--- src/rtl/mem_bus_arbiter_if.sv ---
// ---------------------------------------------------------------------------
// mem_bus_arbiter_if
//   Bundles the two requester ports and the shared memory bus that the
//   mem_bus_arbiter sits between.
//   Modports:
//     slave  : the arbiter view (requests and mem_rdata in, grants/acks/bus out)
//     master : the requester + memory-model view (the mirror image)
//   Signals:
//     m0_* / m1_*  port 0 (cpu) / port 1 (DMA): req, rw, addr, wdata, gnt, ack
//     rdata        registered read data returned with ack
//     mem_en, mem_rw, mem_addr, mem_wdata   registered memory bus outputs
//     mem_rdata    memory read data
//     busy         arbiter is not idle
// ---------------------------------------------------------------------------
interface mem_bus_arbiter_if #(
    parameter int unsigned AW = 32,
    parameter int unsigned DW = 32
);
    // Port 0 (cpu core)
    logic          m0_req;
    logic          m0_rw;
    logic [AW-1:0] m0_addr;
    logic [DW-1:0] m0_wdata;
    logic          m0_gnt;
    logic          m0_ack;

    // Port 1 (DMA / IO engine)
    logic          m1_req;
    logic          m1_rw;
    logic [AW-1:0] m1_addr;
    logic [DW-1:0] m1_wdata;
    logic          m1_gnt;
    logic          m1_ack;

    // Shared return data and memory bus
    logic [DW-1:0] rdata;
    logic          mem_en;
    logic          mem_rw;
    logic [AW-1:0] mem_addr;
    logic [DW-1:0] mem_wdata;
    logic [DW-1:0] mem_rdata;
    logic          busy;

    modport slave (
        input  m0_req, m0_rw, m0_addr, m0_wdata,
        input  m1_req, m1_rw, m1_addr, m1_wdata,
        input  mem_rdata,
        output m0_gnt, m0_ack, m1_gnt, m1_ack,
        output rdata, mem_en, mem_rw, mem_addr, mem_wdata, busy
    );

    modport master (
        output m0_req, m0_rw, m0_addr, m0_wdata,
        output m1_req, m1_rw, m1_addr, m1_wdata,
        output mem_rdata,
        input  m0_gnt, m0_ack, m1_gnt, m1_ack,
        input  rdata, mem_en, mem_rw, mem_addr, mem_wdata, busy
    );
endinterface

--- src/rtl/mem_bus_arbiter.sv ---
// ---------------------------------------------------------------------------
// mem_bus_arbiter
//   Shares one 32-bit memory bus between port 0 (cpu) and port 1 (DMA/IO).
//   Each access holds mem_en for WAIT_CYCLES cycles, then returns a one-cycle
//   ack (with rdata for reads). Sequence: IDLE -> ACCESS -> ACK -> IDLE, so
//   peak throughput is one access per WAIT_CYCLES+2 cycles.
//   Ports:
//     clock        rising-edge clock
//     reset        asynchronous, active-low reset
//     bus          mem_bus_arbiter_if.slave (requester ports + memory bus)
//   Parameters:
//     AW, DW       address / data width
//     WAIT_CYCLES  mem_en cycles per access, 1..15
//   Configuration macro:
//     ARB_FIXED_PRIO_EN  defined   -> port 0 always wins a tie
//                        undefined -> round-robin on ties (default)
// ---------------------------------------------------------------------------
module mem_bus_arbiter #(
    parameter int unsigned AW          = 32,
    parameter int unsigned DW          = 32,
    parameter int unsigned WAIT_CYCLES = 1
) (
    input  logic                clock,
    input  logic                reset,
    mem_bus_arbiter_if.slave    bus
);

    localparam int unsigned CW = 4;  // holds WAIT_CYCLES-1 for 1..15

    typedef enum logic [1:0] {
        S_IDLE   = 2'd0,
        S_ACCESS = 2'd1,
        S_ACK    = 2'd2
    } state_t;

    state_t          state_q,      state_d;
    logic [CW-1:0]   cnt_q,        cnt_d;
    logic            owner_q,      owner_d;
    logic            last_owner_q, last_owner_d;
    logic [1:0]      gnt_q,        gnt_d;
    logic [1:0]      ack_q,        ack_d;
    logic            mem_en_q,     mem_en_d;
    logic            mem_rw_q,     mem_rw_d;
    logic [AW-1:0]   mem_addr_q,   mem_addr_d;
    logic [DW-1:0]   mem_wdata_q,  mem_wdata_d;
    logic [DW-1:0]   rdata_q,      rdata_d;
    logic            busy_q,       busy_d;

    logic [1:0]      req_vec_c;
    logic            win_c;

    assign req_vec_c = {bus.m1_req, bus.m0_req};

    // Winner selection: a lone requester wins; a tie goes by policy
    always_comb begin
        win_c = 1'b0;
        if (req_vec_c == 2'b11) begin
`ifdef ARB_FIXED_PRIO_EN
            win_c = 1'b0;
`else
            win_c = ~last_owner_q;
`endif
        end else begin
            win_c = req_vec_c[1];
        end
    end

    // Next-state and registered-output computation
    always_comb begin
        state_d      = state_q;
        cnt_d        = cnt_q;
        owner_d      = owner_q;
        last_owner_d = last_owner_q;
        gnt_d        = gnt_q;
        ack_d        = ack_q;
        mem_en_d     = mem_en_q;
        mem_rw_d     = mem_rw_q;
        mem_addr_d   = mem_addr_q;
        mem_wdata_d  = mem_wdata_q;
        rdata_d      = rdata_q;

        unique case (state_q)
            S_IDLE: begin
                if (|req_vec_c) begin
                    // Latch the winner's request so later changes on its
                    // port cannot disturb the access in flight
                    owner_d     = win_c;
                    gnt_d       = win_c ? 2'b10 : 2'b01;
                    mem_en_d    = 1'b1;
                    mem_rw_d    = win_c ? bus.m1_rw    : bus.m0_rw;
                    mem_addr_d  = win_c ? bus.m1_addr  : bus.m0_addr;
                    mem_wdata_d = win_c ? bus.m1_wdata : bus.m0_wdata;
                    cnt_d       = CW'(WAIT_CYCLES - 1);
                    state_d     = S_ACCESS;
                end
            end

            S_ACCESS: begin
                if (cnt_q == '0) begin
                    // Last mem_en cycle: capture read data and complete
                    if (mem_rw_q) begin
                        rdata_d = bus.mem_rdata;
                    end
                    mem_en_d     = 1'b0;
                    ack_d        = gnt_q;
                    last_owner_d = owner_q;
                    state_d      = S_ACK;
                end else begin
                    cnt_d = cnt_q - CW'(1);
                end
            end

            S_ACK: begin
                gnt_d   = 2'b00;
                ack_d   = 2'b00;
                state_d = S_IDLE;
            end

            default: begin
                gnt_d    = 2'b00;
                ack_d    = 2'b00;
                mem_en_d = 1'b0;
                state_d  = S_IDLE;
            end
        endcase

        busy_d = (state_d != S_IDLE);
    end

    // State and output registers
    always_ff @(posedge clock or negedge reset) begin
        if (!reset) begin
            state_q      <= S_IDLE;
            cnt_q        <= '0;
            owner_q      <= 1'b0;
            last_owner_q <= 1'b1;
            gnt_q        <= 2'b00;
            ack_q        <= 2'b00;
            mem_en_q     <= 1'b0;
            mem_rw_q     <= 1'b1;
            mem_addr_q   <= '0;
            mem_wdata_q  <= '0;
            rdata_q      <= '0;
            busy_q       <= 1'b0;
        end else begin
            state_q      <= state_d;
            cnt_q        <= cnt_d;
            owner_q      <= owner_d;
            last_owner_q <= last_owner_d;
            gnt_q        <= gnt_d;
            ack_q        <= ack_d;
            mem_en_q     <= mem_en_d;
            mem_rw_q     <= mem_rw_d;
            mem_addr_q   <= mem_addr_d;
            mem_wdata_q  <= mem_wdata_d;
            rdata_q      <= rdata_d;
            busy_q       <= busy_d;
        end
    end

    assign bus.m0_gnt    = gnt_q[0];
    assign bus.m1_gnt    = gnt_q[1];
    assign bus.m0_ack    = ack_q[0];
    assign bus.m1_ack    = ack_q[1];
    assign bus.mem_en    = mem_en_q;
    assign bus.mem_rw    = mem_rw_q;
    assign bus.mem_addr  = mem_addr_q;
    assign bus.mem_wdata = mem_wdata_q;
    assign bus.rdata     = rdata_q;
    assign bus.busy      = busy_q;

    // Grants are one-hot or zero, and ack never appears without its grant
    a_gnt_onehot: assert property (@(posedge clock) disable iff (!reset)
        gnt_q != 2'b11);
    a_ack_with_gnt: assert property (@(posedge clock) disable iff (!reset)
        (ack_q & ~gnt_q) == 2'b00);

endmodule

--- src/flat_wrapper.sv ---
// flat-port wrapper written by rule: the top's interface ports become plain ports
module mem_bus_arbiter_flat 
#(
    parameter int unsigned AW          = 32,
    parameter int unsigned DW          = 32,
    parameter int unsigned WAIT_CYCLES = 1
)
  (clock, reset, bus_m0_req, bus_m0_rw, bus_m0_addr, bus_m0_wdata, bus_m1_req, bus_m1_rw, bus_m1_addr, bus_m1_wdata, bus_mem_rdata, bus_m0_gnt, bus_m0_ack, bus_m1_gnt, bus_m1_ack, bus_rdata, bus_mem_en, bus_mem_rw, bus_mem_addr, bus_mem_wdata, bus_busy);
  mem_bus_arbiter_if #(.AW(AW), .DW(DW)) bus_i ();
  input  logic clock;
  input  logic reset;
  input wire logic [$bits(bus_i.m0_req)-1:0] bus_m0_req;
  input wire logic [$bits(bus_i.m0_rw)-1:0] bus_m0_rw;
  input wire logic [$bits(bus_i.m0_addr)-1:0] bus_m0_addr;
  input wire logic [$bits(bus_i.m0_wdata)-1:0] bus_m0_wdata;
  input wire logic [$bits(bus_i.m1_req)-1:0] bus_m1_req;
  input wire logic [$bits(bus_i.m1_rw)-1:0] bus_m1_rw;
  input wire logic [$bits(bus_i.m1_addr)-1:0] bus_m1_addr;
  input wire logic [$bits(bus_i.m1_wdata)-1:0] bus_m1_wdata;
  input wire logic [$bits(bus_i.mem_rdata)-1:0] bus_mem_rdata;
  output wire logic [$bits(bus_i.m0_gnt)-1:0] bus_m0_gnt;
  output wire logic [$bits(bus_i.m0_ack)-1:0] bus_m0_ack;
  output wire logic [$bits(bus_i.m1_gnt)-1:0] bus_m1_gnt;
  output wire logic [$bits(bus_i.m1_ack)-1:0] bus_m1_ack;
  output wire logic [$bits(bus_i.rdata)-1:0] bus_rdata;
  output wire logic [$bits(bus_i.mem_en)-1:0] bus_mem_en;
  output wire logic [$bits(bus_i.mem_rw)-1:0] bus_mem_rw;
  output wire logic [$bits(bus_i.mem_addr)-1:0] bus_mem_addr;
  output wire logic [$bits(bus_i.mem_wdata)-1:0] bus_mem_wdata;
  output wire logic [$bits(bus_i.busy)-1:0] bus_busy;
  assign bus_i.m0_req = bus_m0_req;
  assign bus_i.m0_rw = bus_m0_rw;
  assign bus_i.m0_addr = bus_m0_addr;
  assign bus_i.m0_wdata = bus_m0_wdata;
  assign bus_i.m1_req = bus_m1_req;
  assign bus_i.m1_rw = bus_m1_rw;
  assign bus_i.m1_addr = bus_m1_addr;
  assign bus_i.m1_wdata = bus_m1_wdata;
  assign bus_i.mem_rdata = bus_mem_rdata;
  assign bus_m0_gnt = bus_i.m0_gnt;
  assign bus_m0_ack = bus_i.m0_ack;
  assign bus_m1_gnt = bus_i.m1_gnt;
  assign bus_m1_ack = bus_i.m1_ack;
  assign bus_rdata = bus_i.rdata;
  assign bus_mem_en = bus_i.mem_en;
  assign bus_mem_rw = bus_i.mem_rw;
  assign bus_mem_addr = bus_i.mem_addr;
  assign bus_mem_wdata = bus_i.mem_wdata;
  assign bus_busy = bus_i.busy;
  mem_bus_arbiter #(.AW(AW), .DW(DW), .WAIT_CYCLES(WAIT_CYCLES)) u_core (.clock(clock), .reset(reset), .bus(bus_i));
endmodule
--- config.mk ---
export PLATFORM = sky130hd
export DESIGN_NAME = mem_bus_arbiter_flat
export DESIGN_NICKNAME = d
export VERILOG_FILES = /design/src/rtl/mem_bus_arbiter_if.sv /design/src/rtl/mem_bus_arbiter.sv /design/src/flat_wrapper.sv
export SDC_FILE = /design/constraint.sdc
export NUM_CORES = 1
export LEC_CHECK = 0
export CORE_ASPECT_RATIO = 2
export CORE_MARGIN = 2
export CORE_UTILIZATION = 39
export DETAILED_ROUTE_END_ITERATION = 16
export PLACE_DENSITY = 0.81
export SETUP_SLACK_MARGIN = 0.15
export SYNTH_ARGS = -nofsm -noshare
export SYNTH_HDL_FRONTEND = slang
export SYNTH_SLANG_ARGS = --single-unit
--- constraint.sdc ---
create_clock -name clock -period 2.6 [get_ports clock]
set_input_delay 0.26 -clock clock [delete_from_list [all_inputs] [get_ports clock]]
set_output_delay 0.26 -clock clock [all_outputs]
set_load 0.03 [all_outputs]
==> impl_metrics.csv <==
group,metric,value,unit
critical_path,crit_path_end,"u_core.bus.mem_wdata[21]",
critical_path,reg2reg_setup_slack,330,ps
power_and_ir_drop,p_per_area,1280,mW/mm2
clocking,cts_resized,0,
critical_path,crit_type,"reg2reg",
cells_and_area,antennaDiodeCount,0,
clocking,numCtsBuffers,9,
logic_synthesis,syn_inst,355,
cells_and_area,drive_gt1_share,10.3,%
floorplanning,die_h,162,um
grt,grt_overflow,0,
clocking,cts_setup_buffers,0,
clocking,cts_root_buffer,"clkbuf_16",
critical_path,max_stage_delay,630,ps
sta,finalSetupViolCount,0,
floorplanning,die_x,82.8,um
placement,port_buffers,268,
logic_synthesis,synthMuxAreaShare,8.51,%
logic_synthesis,yosys_warnings,0,
clocking,path_clk_slew,80,ps
sta,grt_setup_unrepaired,"false",
placement,gp_congestion,0.769,
sta,worst_pin_slew,1010,ps
critical_path,crit_required,2820,ps
floorplanning,die_area,0.0134,mm2
critical_path,cp.depth,5,
clocking,clock_sinks,111,
route,finalWirelength,14500,um
clocking,cts_buffer_depth,2,
sta,slew_violations,0,
route,drt_iter0_drc,189,
power_and_ir_drop,p_leak,3.23,nW
critical_path,crit_chain,"or2_2 -> buf_4 -> nor2b_4 -> buf_12 -> a221o_1",
route,drc_errors,0,
cells_and_area,area_growth,62.8,%
sta,timing.final.crit_share,87.4,%
critical_path,rr_endpoint,"u_core.bus.mem_wdata[21]",
route,drtAntennaViolNets,0,
hold_path,hold_class,"in2async",
floorplanning,start_util,39.9,%
logic_synthesis,synth_fa_ha_area_share,0.517,%
logic_synthesis,synth_top_family_by_area,"compound AO/OA/AOI/OAI gates",
sta,finalSetupTns,0,ps
logic_synthesis,netlist.area_leader.share,56.4,%
grt,antenna_found_initial,0,
sta,clock-skew-final,12.4,ps
critical_path,crit_start,"u_core.state_q[1]",
logic_synthesis,synthSimpleGateAreaFrac,2.87,%
power_and_ir_drop,peakVddDrop,657,uV
critical_path,worstPathMaxFanout,70,
sta,period_needed,2270,ps
critical_path,reg2reg_from,"u_core.state_q[1]",
floorplanning,rows,57,
run_status,status,"finished clean",
floorplanning,ios,269,
clocking,tritoncts,"yes",
critical_path,reg2regPathDepth,5,
clocking,clk_latency,340,ps
cells_and_area,fin_nets,776,
grt,grt_pass1_vias,4450,
sta,max_clock_freq,0.440,GHz
clocking,cts_max_level,3,
route,vias_per_cell,5.40,
critical_path,crit_path_end_kind,"register",
logic_synthesis,synth-xor-area-share,0.181,%
logic_synthesis,seq_area_frac_synth,57.4,%
sta,finalHoldViolations,0,
placement,place_hpwl,10800,um
clocking,cts_hold_buf,0,
sta,timing.hold.ws,0.811,ps
route,via_count,4107,
route,wl_per_cell,19.0,um
route,dr.pass1.iters,6,
critical_path,critPathLaunchType,"register",
critical_path,cp_slowest_cell,"buf_4",
grt,grtUsageTotal,21.6,%
run,cap_viol_max_count,0,
grt,grt_max_degree,112,
logic_synthesis,synth_area_leaders,"dfrtp_1, a221o_1, o21a_1",
logic_synthesis,synth_compound_area_share,25.1,%
grt,grt_pass1_wl,22100,um
critical_path,cp.arrival,2490,ps
critical_path,cpLargestDelayFamily,"buffers and inverters",
critical_path,critPathBufInv,2,
logic_synthesis,syn_area_per_cell,13.6,um2
logic_synthesis,synth_top_area_cell,"dfrtp_1",
floorplanning,core_area,0.0121,mm2
logic_synthesis,syn_area,0.00484,mm2
logic_synthesis,yosysUniqueCellTypes,35,
sta,maxSlewHeadroom,32.1,%
power_and_ir_drop,p_total,10.1,mW
logic_synthesis,synth-seq-cells,111,
logic_synthesis,syn-num-nets,523,
[synth_stat cells]
library cell	instances
a31o_2	1
nand3b_1	1
a21o_1	1
and3_1	1
inv_1	4
clkbuf_1	7
a221o_1	65
and2_1	1
a21boi_0	1
dfstp_2	2
a21oi_1	2
ha_1	2
or2_1	1
o2bb2ai_1	1
nor2_1	4
mux2i_1	4
buf_2	15
nor4bb_1	1
xnor2_1	1
o21a_1	65
o21ai_0	7
nor2b_1	2
buf_6	12
nor2b_4	1
nand2_1	1
or2_2	1
mux2_2	31
nor3b_1	1
dfrtp_1	109
or3_1	1
nor3_2	1
nand2b_1	2
nor3_1	3
buf_4	1
mux2_1	2
[per-stage QoR]
stage | cells | utilization [%] | area [um2] | setup slack [ps]
floorplan | 355 | - | 4840 | 763
finish | 760 | 65.0 | 7880 | 327
global placement | 744 | 62.5 | 7580 | 256
CTS | 760 | 65.0 | 7880 | 319
detailed placement | 744 | 62.5 | 7580 | 209
global route | 760 | 65.0 | 7880 | 162
[flip-flops by register name, indices dropped and copies added (netlist names)]
register and cells:
u_core.cnt_q 4, u_core.bus.mem_wdata 32, u_core.state_q 2, u_core.bus.mem_rw 1, u_core.last_owner_q 1, u_core.bus.mem_en 1
u_core.owner_q 1, u_core.ack_q 2, u_core.bus.busy 1, u_core.gnt_q 2, u_core.bus.mem_addr 32, u_core.bus.rdata 32
[worst min-delay path by stage]
stage,from,to,slack (ps),cells past startpoint
after global placement,reset,u_core.bus.rdata[10],380,2
after floorplan,reset,u_core.ack_q[0],-40,0
final,reset,u_core.bus.mem_wdata[26],0.8,2
after global routing,reset,u_core.bus.mem_wdata[26],50,2
after detailed placement,reset,u_core.bus.rdata[9],390,2
after CTS,reset,u_core.bus.mem_wdata[25],10,2
[report_power, final]
group,internal [mW],switching [mW]
sequential,2.57,0.500
clock,0.780,0.600
combinational,2.64,2.97
total,5.99,4.07
[cells by family (layout without fill, tap and decap cells)]
group | after synthesis | in the layout
buf+inv | 39 | 297
mux | 37 | 37
simple gates | 22 | 22
compound gates | 143 | 143
fa+ha+maj | 2 | 2
xor+xnor | 1 | 1
flops | 111 | 111
[cells in the final DEF, fill, tap and decap left out, drive strengths merged, types with 2 or more instances in the layout]
cell type and instances:
a21oi 2, a221o 65, mux2i 4, nor2b 3, nor3 4, clkdlybuf4s50 267
o21ai 7, clkbuf 12, o21a 65, nor2 4, or2 2, nand2b 2
ha 2, inv 5, mux2 33, dfrtp 109, buf 10, dfstp 2
[routing by layer]
metal	vias up	GRT usage, %	wire length [um]
met5	-	0	0
met1	1988	22.1	4860
met2	202	39.1	7880
li1	1876	-	-
met3	41	5.25	1050
met4	0	10.8	677
[worst register-to-register path: stages, from the launching register on]
cell and delay [ps]:
dfrtp_1 500, or2_2 210, buf_4 630, nor2b_4 220, buf_12 260, a221o_1 340
[area by class of cell]
| type | count | area (um2) |
|---|---|---|
| timing repair buffer | 277 | 2790 |
| sequential | 111 | 2780 |
| multi-input combinational | 205 | 1810 |
| fill | 957 | 4240 |
| clock inverter | 4 | 55.1 |
| clock buffer | 12 | 246 |
| inverter | 4 | 15.0 |
| tap | 147 | 184 |
Power figures use the tool's default switching activity.
